### config.mk
export PLATFORM = sky130hd
export DESIGN_NAME = hazard_unit
export DESIGN_NICKNAME = d
export VERILOG_FILES = /design/src/rtl/hazard_unit.sv
export SDC_FILE = /design/constraint.sdc
export NUM_CORES = 1
export LEC_CHECK = 0
export BUFFER_PORTS_ARGS = -buffer_cell sky130_fd_sc_hd__buf_2
export CORE_MARGIN = 2
export CORE_UTILIZATION = 44
export DETAILED_ROUTE_END_ITERATION = 8
export HOLD_SLACK_MARGIN = 0.15
export PLACE_DENSITY = 0.74
export SLEW_MARGIN = 20
export SYNTH_ARGS = -nofsm -noshare
export SYNTH_HDL_FRONTEND = slang
export SYNTH_SLANG_ARGS = --single-unit
### constraint.sdc
create_clock -name clk -period 3 [get_ports clk]
set_clock_uncertainty 0.15 [all_clocks]
set_input_delay 0.15 -clock clk [delete_from_list [all_inputs] [get_ports clk]]
set_output_delay 0.15 -clock clk [all_outputs]
set_load 0.1 [all_outputs]
### src/rtl/hazard_unit.sv
// Hazard detection and pipeline control: load-use stalls, taken-branch flush, memory-busy freeze.
// Latency: outputs are combinational from registered state plus current inputs (Mealy), zero-cycle.
// Backpressure: mem_busy_in freezes PC and IF/ID and holds all internal state.
module hazard_unit #(
  parameter int REG_ADDR_W        = 4,
  parameter int LOAD_STALL_CYCLES = 1,
  parameter int CNT_W             = 16
) (
  input  logic                  clk,
  input  logic                  reset,
  input  logic [REG_ADDR_W-1:0] id_rn_in,
  input  logic                  id_rn_valid_in,
  input  logic [REG_ADDR_W-1:0] id_rm_in,
  input  logic                  id_rm_valid_in,
  input  logic [REG_ADDR_W-1:0] ex_rd_in,
  input  logic                  ex_mem_read_in,
  input  logic                  branch_taken_in,
  input  logic                  mem_busy_in,
  output logic                  pc_write_enable_out,
  output logic                  if_id_write_enable_out,
  output logic                  if_id_flush_out,
  output logic                  nop_select_out,
  output logic [1:0]            hazard_state_out,
  output logic [CNT_W-1:0]      stall_cycles_out
);

  typedef enum logic [1:0] {
    RUN   = 2'b00,
    STALL = 2'b01,
    FLUSH = 2'b10
  } state_t;

  localparam logic [3:0]       STALL_INIT = 4'(LOAD_STALL_CYCLES - 1);
  localparam logic [CNT_W-1:0] CNT_MAX    = '1;

  state_t     state;
  logic [3:0] stall_cnt;
  logic       load_use;

  assign load_use = ex_mem_read_in &
                    ((id_rn_valid_in & (id_rn_in == ex_rd_in)) |
                     (id_rm_valid_in & (id_rm_in == ex_rd_in)));

  always_comb begin
    pc_write_enable_out    = 1'b1;
    if_id_write_enable_out = 1'b1;
    if_id_flush_out        = 1'b0;
    nop_select_out         = 1'b0;
    hazard_state_out       = state;
    if (reset) begin
      hazard_state_out = RUN;
    end else if (mem_busy_in) begin
      pc_write_enable_out    = 1'b0;
      if_id_write_enable_out = 1'b0;
    end else if (branch_taken_in && state != FLUSH) begin
      if_id_flush_out = 1'b1;
      nop_select_out  = 1'b1;
    end else if (state == STALL || (state != STALL && load_use)) begin
      pc_write_enable_out    = 1'b0;
      if_id_write_enable_out = 1'b0;
      nop_select_out         = 1'b1;
    end
  end

  always_ff @(posedge clk) begin
    if (reset) begin
      state            <= RUN;
      stall_cnt        <= 4'd0;
      stall_cycles_out <= '0;
    end else begin
      if (!pc_write_enable_out && stall_cycles_out != CNT_MAX)
        stall_cycles_out <= stall_cycles_out + 1'b1;
      if (!mem_busy_in) begin
        case (state)
          STALL: begin
            if (branch_taken_in) begin
              state     <= FLUSH;
              stall_cnt <= 4'd0;
            end else if (stall_cnt == 4'd1) begin
              state     <= RUN;
              stall_cnt <= 4'd0;
            end else begin
              stall_cnt <= stall_cnt - 4'd1;
            end
          end
          default: begin
            // FLUSH evaluates load-use exactly like RUN; the bubble in EX cannot carry a branch
            if (branch_taken_in && state == RUN) begin
              state <= FLUSH;
            end else if (load_use && LOAD_STALL_CYCLES > 1) begin
              state     <= STALL;
              stall_cnt <= STALL_INIT;
            end else begin
              state <= RUN;
            end
          end
        endcase
      end
    end
  end

endmodule

==> results of run 1 <==
==> kinds of logic after synthesis <==
family,count (synthesis),share of synthesized area
AO/OA/AOI/OAI,32,0.202
XOR/XNOR,10,0.101
multiplexers,1,0.00988
adder cells (fa/ha/maj),1,0.0123
other,1,0.00370
AND/OR/NAND/NOR,52,0.293
flip-flops,17,0.336
buffers and inverters,7,0.0420
==> state kept, by name, indices dropped and copies added, names as in the netlist <==
name	count
stall_cycles_out	16
state	1
==> repair_timing <==
action                    4_1_cts  5_1_grt
hold endpoints to repair       17        0
hold buffers                    3        0
resized for setup               0        0
==> cell usage after synthesis <==
cell type	count
dfxtp_1	17
nand2_1	14
a21oi_1	13
or3_1	8
o21ai_0	7
nor2_1	6
xnor2_1	6
o31ai_1	5
or4_1	5
nand3_1	4
nand4_1	4
buf_4	2
clkbuf_1	2
nand3_2	2
nor3_1	2
or2_2	2
xnor2_2	2
xor2_1	2
a211oi_1	1
a21o_1	1
and3_1	1
and4_1	1
buf_2	1
buf_6	1
conb_1	1
ha_1	1
inv_1	1
mux2i_1	1
nand2b_2	1
nor2b_1	1
nor3_4	1
o211ai_1	1
o21ai_2	1
o22ai_1	1
o31ai_4	1
o41ai_1	1
==> cell type report <==
type / count / area (um^2)
sequential: 17 / 340
fill: 210 / 925
multi-input combinational: 97 / 636
timing repair buffer: 42 / 225
tap: 28 / 35.0
clock buffer: 4 / 26.3
inverter: 1 / 3.75
==> where the power goes <==
| group | leakage [nW] | total, mW | switching [mW] | internal [mW] |
|---|---|---|---|---|
| clock | 0.0150 | 0.123 | 0.0712 | 0.0518 |
| sequential | 0.137 | 0.234 | 0.00459 | 0.230 |
| combinational | 0.356 | 0.123 | 0.0885 | 0.0344 |
==> worst max-delay path by stage <==
stage / to / depth (start not counted)
2_1_floorplan: state[1] / 3
3_3_place_gp: if_id_write_enable_out / 6
3_5_place_dp: if_id_write_enable_out / 6
4_1_cts: pc_write_enable_out / 6
5_1_grt: if_id_write_enable_out / 6
6_report: if_id_write_enable_out / 6
==> critical path, delay by kind of cell, from the launching register on <==
family / cells / cell delay, ns
simple gates: 4 / 0.93
buf+inv: 1 / 0.41
flops: 1 / 0.31
compound gates: 1 / 0.11
==> routing by layer <==
| layer | part of all wire | routed length [um] |
|---|---|---|
| met1 | 0.44 | 952 |
| met2 | 0.49 | 1050 |
| met3 | 0.053 | 114 |
| met4 | 0.016 | 34 |
| met5 | 0 | 0 |
==> metrics by stage <==
| step | cell area, um^2 | power (mW) | cells |
|---|---|---|---|
| after detailed placement | 1210 | 0.359 | 182 |
| after global placement | 1210 | 0.357 | 182 |
| after CTS | 1270 | 0.485 | 189 |
| final | 1270 | 0.480 | 189 |
| after global routing | 1270 | 0.504 | 189 |
| after floorplan | 1020 | 0.336 | 121 |
==> cells in the final DEF (no fill, tap or decap), types with 2 or more instances in the layout <==
master / n
o31ai_1: 5
xnor2_1: 6
or4_1: 5
nor2_1: 6
nand4_1: 4
buf_2: 39
xnor2_2: 2
clkbuf_4: 3
xor2_1: 2
or2_2: 2
dfxtp_1: 17
or3_1: 8
nand2_1: 14
dlygate4sd3_1: 3
nand3_2: 2
nand3_1: 4
o21ai_0: 7
nor3_1: 2
a21oi_1: 13
==> impl_metrics.tcl, run 1 <==
set metrics [dict create \
    reg2reg_depth 6 \
    regToRegStartpoint "state[1]" \
    post_drt_wl_per_cell_um 11.4 \
    antenna_found_initial 0 \
    drtAntennaViolNets 0 \
    layout.nets 182 \
    diodes 0 \
    clk_path_buf_depth 2 \
    critical_path_class "reg -> out" \
    vias 1025 \
    crit_chain "nand2b_2 > nand2_1 > o31ai_4 > nor2_1 > or2_2 > buf_2" \
    cts_buffers 3 \
    use_met2 0.325 \
    synth_seq_cells 17 \
    start_util 0.463 \
    num_rows 17 \
    dpl.hpwl_um 1630 \
    leakage_nw 0.508 \
    min_path_type "reg -> reg" \
    dr.first_iter.drc_count 6 \
    critical-path-max-stage-delay_ns 0.41 \
    cts_sinks 17 \
    slowest_stage "buf_2" \
    cts_htree_levels 1 \
    grtUsageMet3 0.0431 \
    vias_per_cell 5.42 \
    clk_latency_ns 0.29 \
    timing.fmax_mhz 424 \
    cap_violations 0 \
    avgSynthCellArea_um2 8.38 \
    firstDrtPassIters 6 \
    setup_ws_ns 0.641 \
    met1_usage 0.216 \
    yosys-top-cells-area "dfxtp_1 34%, a21oi_1 6.4%, nand2_1 5.2%" \
    dp_slack_ns 0.981 \
    synthesis.instances 121 \
    worstPathArrival_ns 2.06 \
    min_period_ns 2.36 \
    whs_endpoint "stall_cycles_out[10]" \
    grt_pass1_wl_um 3750 \
    final_util 0.578 \
    grt-busiest-layer "met2" \
    overflow 0 \
    worstMarginPinSlew_ns 0.668 \
    whs_path_depth 2 \
    mappedNetlistArea_mm2 0.00101 \
    status "complete, no violations" \
    cts-root-buf "clkbuf_4" \
    gp_congestion 0.806 \
    synth_top_area_share 0.336 \
    finalSetupTns_ns 0 \
    synth-seq-area-share 0.336 \
    hp-start "stall_cycles_out[10]" \
    io_pins 41 \
    die-height_um 52.0 \
    routed_wl_um 2150 \
    core-area_mm2 0.00219 \
    critPathLaunch "state[1]" \
    fin_crit_sh 0.786 \
    cp.required_ns 2.70 \
    reg2reg_slack_ns 0.97 \
    fin_hold_ws_ns 0.343 \
    relSlewSlack 0.554 \
    dieArea_mm2 0.00270 \
    drc_errors 0 \
    slew_violations 0 \
    grt_pass1_vias 903 \
    post-cts-setup-buffers 0 \
    die_w_um 52.0 \
    rr_endpoint "stall_cycles_out[5]" \
    ir_worst_vdd_mv 0.225 \
    critPathLaunchType "flop" \
    setup_viol 0 \
    io_buffers 39 \
    ys_warn_count 0 \
    rsz0062_at_grt "no" \
    cts_tree "yes" \
    path_max_fanout 9 \
    power-per-cell-area_mw_per_mm2 379 \
    worstSetupEndpointType "primary output" \
    grt.total_usage 0.185 \
    drive_gt1_frac 0.329 \
    hold_violations 0 \
    grt_max_degree 21 \
    synth.net_count 141 \
    synth_top_area_cell "dfxtp_1" \
    area_growth_pct 24.9 \
    clkSlewWorstSetupHoldPaths_ns 0.10 \
    netlist-cell-type-count 36 \
]
(Power assumes the default switching activity.)
==> run 2: changes to the inputs <==
Settings changed: CORE_UTILIZATION 44 to 42.
Clock period 3 ns to 2.1 ns, I/O delays scaled along.
==> impl_metrics.tcl, run 2 (synthesis results as in run 1) <==
set metrics [dict create \
    power_uw 701 \
    finalSetupTns_ns 0 \
    cp.required_ns 1.85 \
    clk_latency_ns 0.29 \
    dpl.hpwl_um 1720 \
    gp_congestion 0.779 \
    rsz0062_at_grt "no" \
    timing.fmax_mhz 507 \
    cap_violations 0 \
    vias 1003 \
    slowest_stage "dfxtp_1" \
    dieArea_mm2 0.00282 \
    io_buffers 39 \
    antenna_found_initial 0 \
    post-route-cell-area_mm2 0.00137 \
    whs_endpoint "stall_cycles_out[14]" \
    grt_max_degree 21 \
    regToRegStartpoint "state[1]" \
    comb_power_share 0.273 \
    reg2reg_depth 6 \
    fin_crit_sh 0.940 \
    clkSlewWorstSetupHoldPaths_ns 0.10 \
    critical_path_class "reg -> out" \
    dr.first_iter.drc_count 15 \
    reg2reg_slack_ns 0.17 \
    p_int_uw 454 \
    die-height_um 53.1 \
    slew_violations 0 \
    core-area_mm2 0.00225 \
    whs_path_depth 2 \
    rr_endpoint "stall_cycles_out[5]" \
    largestRegisters "stall_cycles_out: 16 flops, state: 1 flops" \
    grt_pass1_wl_um 3610 \
    critPathLaunch "state[1]" \
    cts-root-buf "clkbuf_4" \
    critPathLaunchType "flop" \
    post_drt_wl_per_cell_um 12.0 \
    largest_register_ffs 16 \
    cts_sinks 17 \
    power_frac_seq 0.470 \
    worstSetupEndpointType "primary output" \
    clk_path_buf_depth 2 \
    critical-path-max-stage-delay_ns 0.33 \
    drtAntennaViolNets 0 \
    start_util 0.450 \
    path_max_fanout 9 \
    io_pins 41 \
    clkPwrFrac 0.257 \
    die_w_um 53.1 \
    num_rows 17 \
    setup_ws_ns 0.126 \
    setup_viol 0 \
    cts_buffers 3 \
    grt_pass1_vias 880 \
    overflow 0 \
    min_path_type "reg -> reg" \
    post_dp_cell_area_mm2 0.00128 \
    grt.total_usage 0.170 \
    status "complete, no violations" \
    hold_violations 0 \
    drive_gt1_frac 0.469 \
    min_period_ns 1.97 \
    power-per-cell-area_mw_per_mm2 511 \
    layout_commonest_cell "buf_2" \
    firstDrtPassIters 4 \
    final_util 0.609 \
    vias_per_cell 5.28 \
    dp_slack_ns 0.0653 \
    leakage_nw 0.545 \
    p_sw_uw 248 \
    crit_chain "nand2b_2 > nand2_2 > o31ai_4 > nor2_4 > or2_4 > buf_12" \
    layout.nets 183 \
    worstPathArrival_ns 1.72 \
    cts_tree "yes" \
    routed_wl_um 2290 \
    swShare 0.353 \
    ir_worst_vdd_mv 0.458 \
    hp-start "stall_cycles_out[14]" \
    final_cell_mix "37 x buf_2, 13 x nand2_1, 13 x a21oi_1" \
    regMostFlops "stall_cycles_out" \
    cts_htree_levels 1 \
    drc_errors 0 \
    area_growth_pct 35.4 \
    diodes 0 \
]
run 2: critical path, delay by kind of cell (launching register included):
family                 cells  cell delay (ns)
AND/OR/NAND/NOR            4             0.62
AO/OA/AOI/OAI              1             0.31
flip-flops                 1             0.33
buffers and inverters      1             0.17
run 2: routing by layer:
metal / part of all wire / track usage / up-vias
li1: - / - / 527
met1: 0.47 / 0.229 / 454
met2: 0.49 / 0.279 / 20
met3: 0.042 / 0.0339 / 2
met4: 0.0061 / 0.0385 / 0
met5: 0 / 0 / -
run 2: cell type report:
cell class / count / area, um^2
inverter: 1 / 3.75
clock inverter: 1 / 5.00
multi-input combinational: 97 / 668
sequential: 17 / 375
fill: 227 / 882
tap: 28 / 35.0
timing repair buffer: 43 / 263
clock buffer: 3 / 22.5
run 2: timing repair:
| item | CTS | global route |
|---|---|---|
| pin swaps | 0 | 2 |
| resized for setup | 1 | 4 |
| buffers inserted | 0 | 1 |
| hold buffers | 3 | 0 |
| endpoints found under the hold margin | 17 | 0 |
| endpoints found under the setup margin | 2 | 5 |
run 2: worst max path at each step:
| stage | cells after the start | end |
|---|---|---|
| 3_3_place_gp | 6 | stall_cycles_out[5] |
| 6_report | 6 | if_id_write_enable_out |
| 4_1_cts | 6 | stall_cycles_out[10] |
| 5_1_grt | 6 | pc_write_enable_out |
| 3_5_place_dp | 6 | stall_cycles_out[10] |
| 2_1_floorplan | 5 | nop_select_out |
run 2: power groups by stage:
stage | combinational, mW | clock, mW | sequential (mW)
floorplan | 0.109 | 0 | 0.369
global placement | 0.180 | 0 | 0.336
detailed placement | 0.183 | 0 | 0.337
CTS | 0.188 | 0.182 | 0.330
global route | 0.202 | 0.198 | 0.331
finish | 0.191 | 0.180 | 0.330
run 2: stage by stage:
step | hold WS (ns) | std cells
2_1_floorplan | 0.0654 | 121
3_3_place_gp | 0.215 | 182
3_5_place_dp | 0.238 | 182
4_1_cts | 0.330 | 189
5_1_grt | 0.364 | 190
6_report | 0.331 | 190
==> run 3: changes to the inputs <==
Settings changed: CORE_MARGIN 2 to not set, HOLD_SLACK_MARGIN 0.15 to 0.06.
==> impl_metrics.tcl, run 3 (synthesis results as in run 1) <==
set metrics [dict create \
    cts_htree_levels 1 \
    dieArea_mm2 0.00261 \
    power-per-cell-area_mw_per_mm2 509 \
    cp.required_ns 1.85 \
    diodes 0 \
    p_sw_uw 242 \
    clkSlewWorstSetupHoldPaths_ns 0.10 \
    drc_errors 0 \
    finalSetupTns_ns 0 \
    largest_register_ffs 16 \
    min_period_ns 2.00 \
    setup_viol 0 \
    regToRegStartpoint "stall_cycles_out[0]" \
    dpl.hpwl_um 1660 \
    clk_path_buf_depth 2 \
    rsz0062_at_grt "no" \
    worstPathArrival_ns 1.74 \
    post_drt_wl_per_cell_um 11.9 \
    slowest_stage "dfxtp_1" \
    critical_path_class "reg -> out" \
    cts_tree "yes" \
    critPathLaunch "state[1]" \
    grt_max_degree 21 \
    critPathLaunchType "flop" \
    regMostFlops "stall_cycles_out" \
    post_dp_cell_area_mm2 0.00129 \
    min_path_type "in -> reg" \
    grt_pass1_vias 926 \
    p_int_uw 456 \
    drtAntennaViolNets 0 \
    die_w_um 51.1 \
    start_util 0.454 \
    final_cells 191 \
    crit_chain "nand2b_2 > nand2_2 > o31ai_4 > nor2_4 > or2_4 > buf_12" \
    power_frac_seq 0.472 \
    power_uw 698 \
    io_pins 41 \
    layout.nets 184 \
    worstSetupEndpointType "primary output" \
    clk_latency_ns 0.29 \
    ir_worst_vdd_mv 0.562 \
    path_buf_inv 1 \
    firstDrtPassIters 4 \
    clkPwrFrac 0.255 \
    io_buffers 39 \
    vias 1058 \
    core-area_mm2 0.00223 \
    die-height_um 51.1 \
    hold_violations 0 \
    slew_violations 0 \
    grt_pass1_wl_um 3620 \
    num_rows 17 \
    drive_gt1_frac 0.466 \
    vias_per_cell 5.54 \
    final_cell_mix "37 x buf_2, 13 x nand2_1, 13 x a21oi_1" \
    cap_violations 0 \
    leakage_nw 0.547 \
    grt.total_usage 0.183 \
    timing.fmax_mhz 501 \
    routed_wl_um 2270 \
    crit_family "simple AND/OR/NAND/NOR gates" \
    dp.cells 183 \
    largestRegisters "stall_cycles_out: 16 flops, state: 1 flops" \
    dr.first_iter.drc_count 10 \
    swShare 0.347 \
    overflow 0 \
    cts_buffers 3 \
    comb_power_share 0.272 \
    setup_ws_ns 0.104 \
    status "complete, no violations" \
    critical-path-max-stage-delay_ns 0.33 \
    cts_sinks 17 \
    dp_slack_ns 0.0575 \
    area_growth_pct 35.3 \
    cts-root-buf "clkbuf_4" \
    post-route-cell-area_mm2 0.00137 \
    hp-start "branch_taken_in" \
    layout_commonest_cell "buf_2" \
    path_max_fanout 9 \
    antenna_found_initial 0 \
    fin_crit_sh 0.950 \
    gp_congestion 0.738 \
]
## run 3: cell count changes in the layout (fill, tap and decap cells not counted)
cell | before | now
buf_4 | 1 | 3
clkbuf_1 | 0 | 1
clkinv_2 | 1 | 0
dlygate4sd3_1 | 3 | 2
nand3_1 | 3 | 4
nand3_2 | 3 | 2
## run 3: layout make-up
type / instances / area [um^2]
Inverter: 1 / 3.75
Fill cell: 198 / 862
Sequential cell: 17 / 375
Timing Repair Buffer: 44 / 268
Tap cell: 28 / 35.0
Clock buffer: 4 / 26.3
Multi-Input combinational cell: 97 / 663
## run 3: worst paths after layout
check,end,slack (ns),cells after the start
max,if_id_write_enable_out,0.10,6
min,state[1],0.09,4
max reg2reg,stall_cycles_out[5],0.12,7
min reg2reg,stall_cycles_out[5],0.34,2
## run 3: what timing repair did
action,CTS,global route
setup buffers,0,2
endpoints found under the setup margin,2,6
hold endpoints to repair,3,0
hold buffers,2,0
pin swaps,0,2
gates resized for setup,1,3
## run 3: through the flow
stage | util | hold WS, ns
3_3_place_gp | 0.579 | 0.217
3_5_place_dp | 0.579 | 0.226
6_report | 0.614 | 0.0934
5_1_grt | 0.614 | 0.110
2_1_floorplan | - | 0.0654
4_1_cts | 0.601 | 0.0750
## run 3: power by group through the flow
stage	Sequential [mW]	Combinational, mW	Clock, mW
2_1_floorplan	0.369	0.109	0
3_3_place_gp	0.336	0.180	0
3_5_place_dp	0.337	0.182	0
4_1_cts	0.330	0.186	0.183
5_1_grt	0.331	0.201	0.191
6_report	0.330	0.190	0.178
## run 3: worst register-to-register path, stage by stage (launching register included)
cell	delay [ns]
dfxtp_4	0.37
ha_1	0.21
nand3_1	0.13
nor2_1	0.08
nand3_1	0.16
o21ai_4	0.17
or4_1	0.51
a21oi_1	0.14
## run 3: layer usage
layer / vias up / part of all wire / GRT usage / wire length (um)
li1: 528 / - / - / -
met1: 489 / 0.42 / 0.186 / 947
met2: 39 / 0.52 / 0.364 / 1180
met3: 2 / 0.058 / 0.0536 / 131
met4: 0 / 0.0057 / 0.0278 / 13
met5: - / 0 / 0 / 0
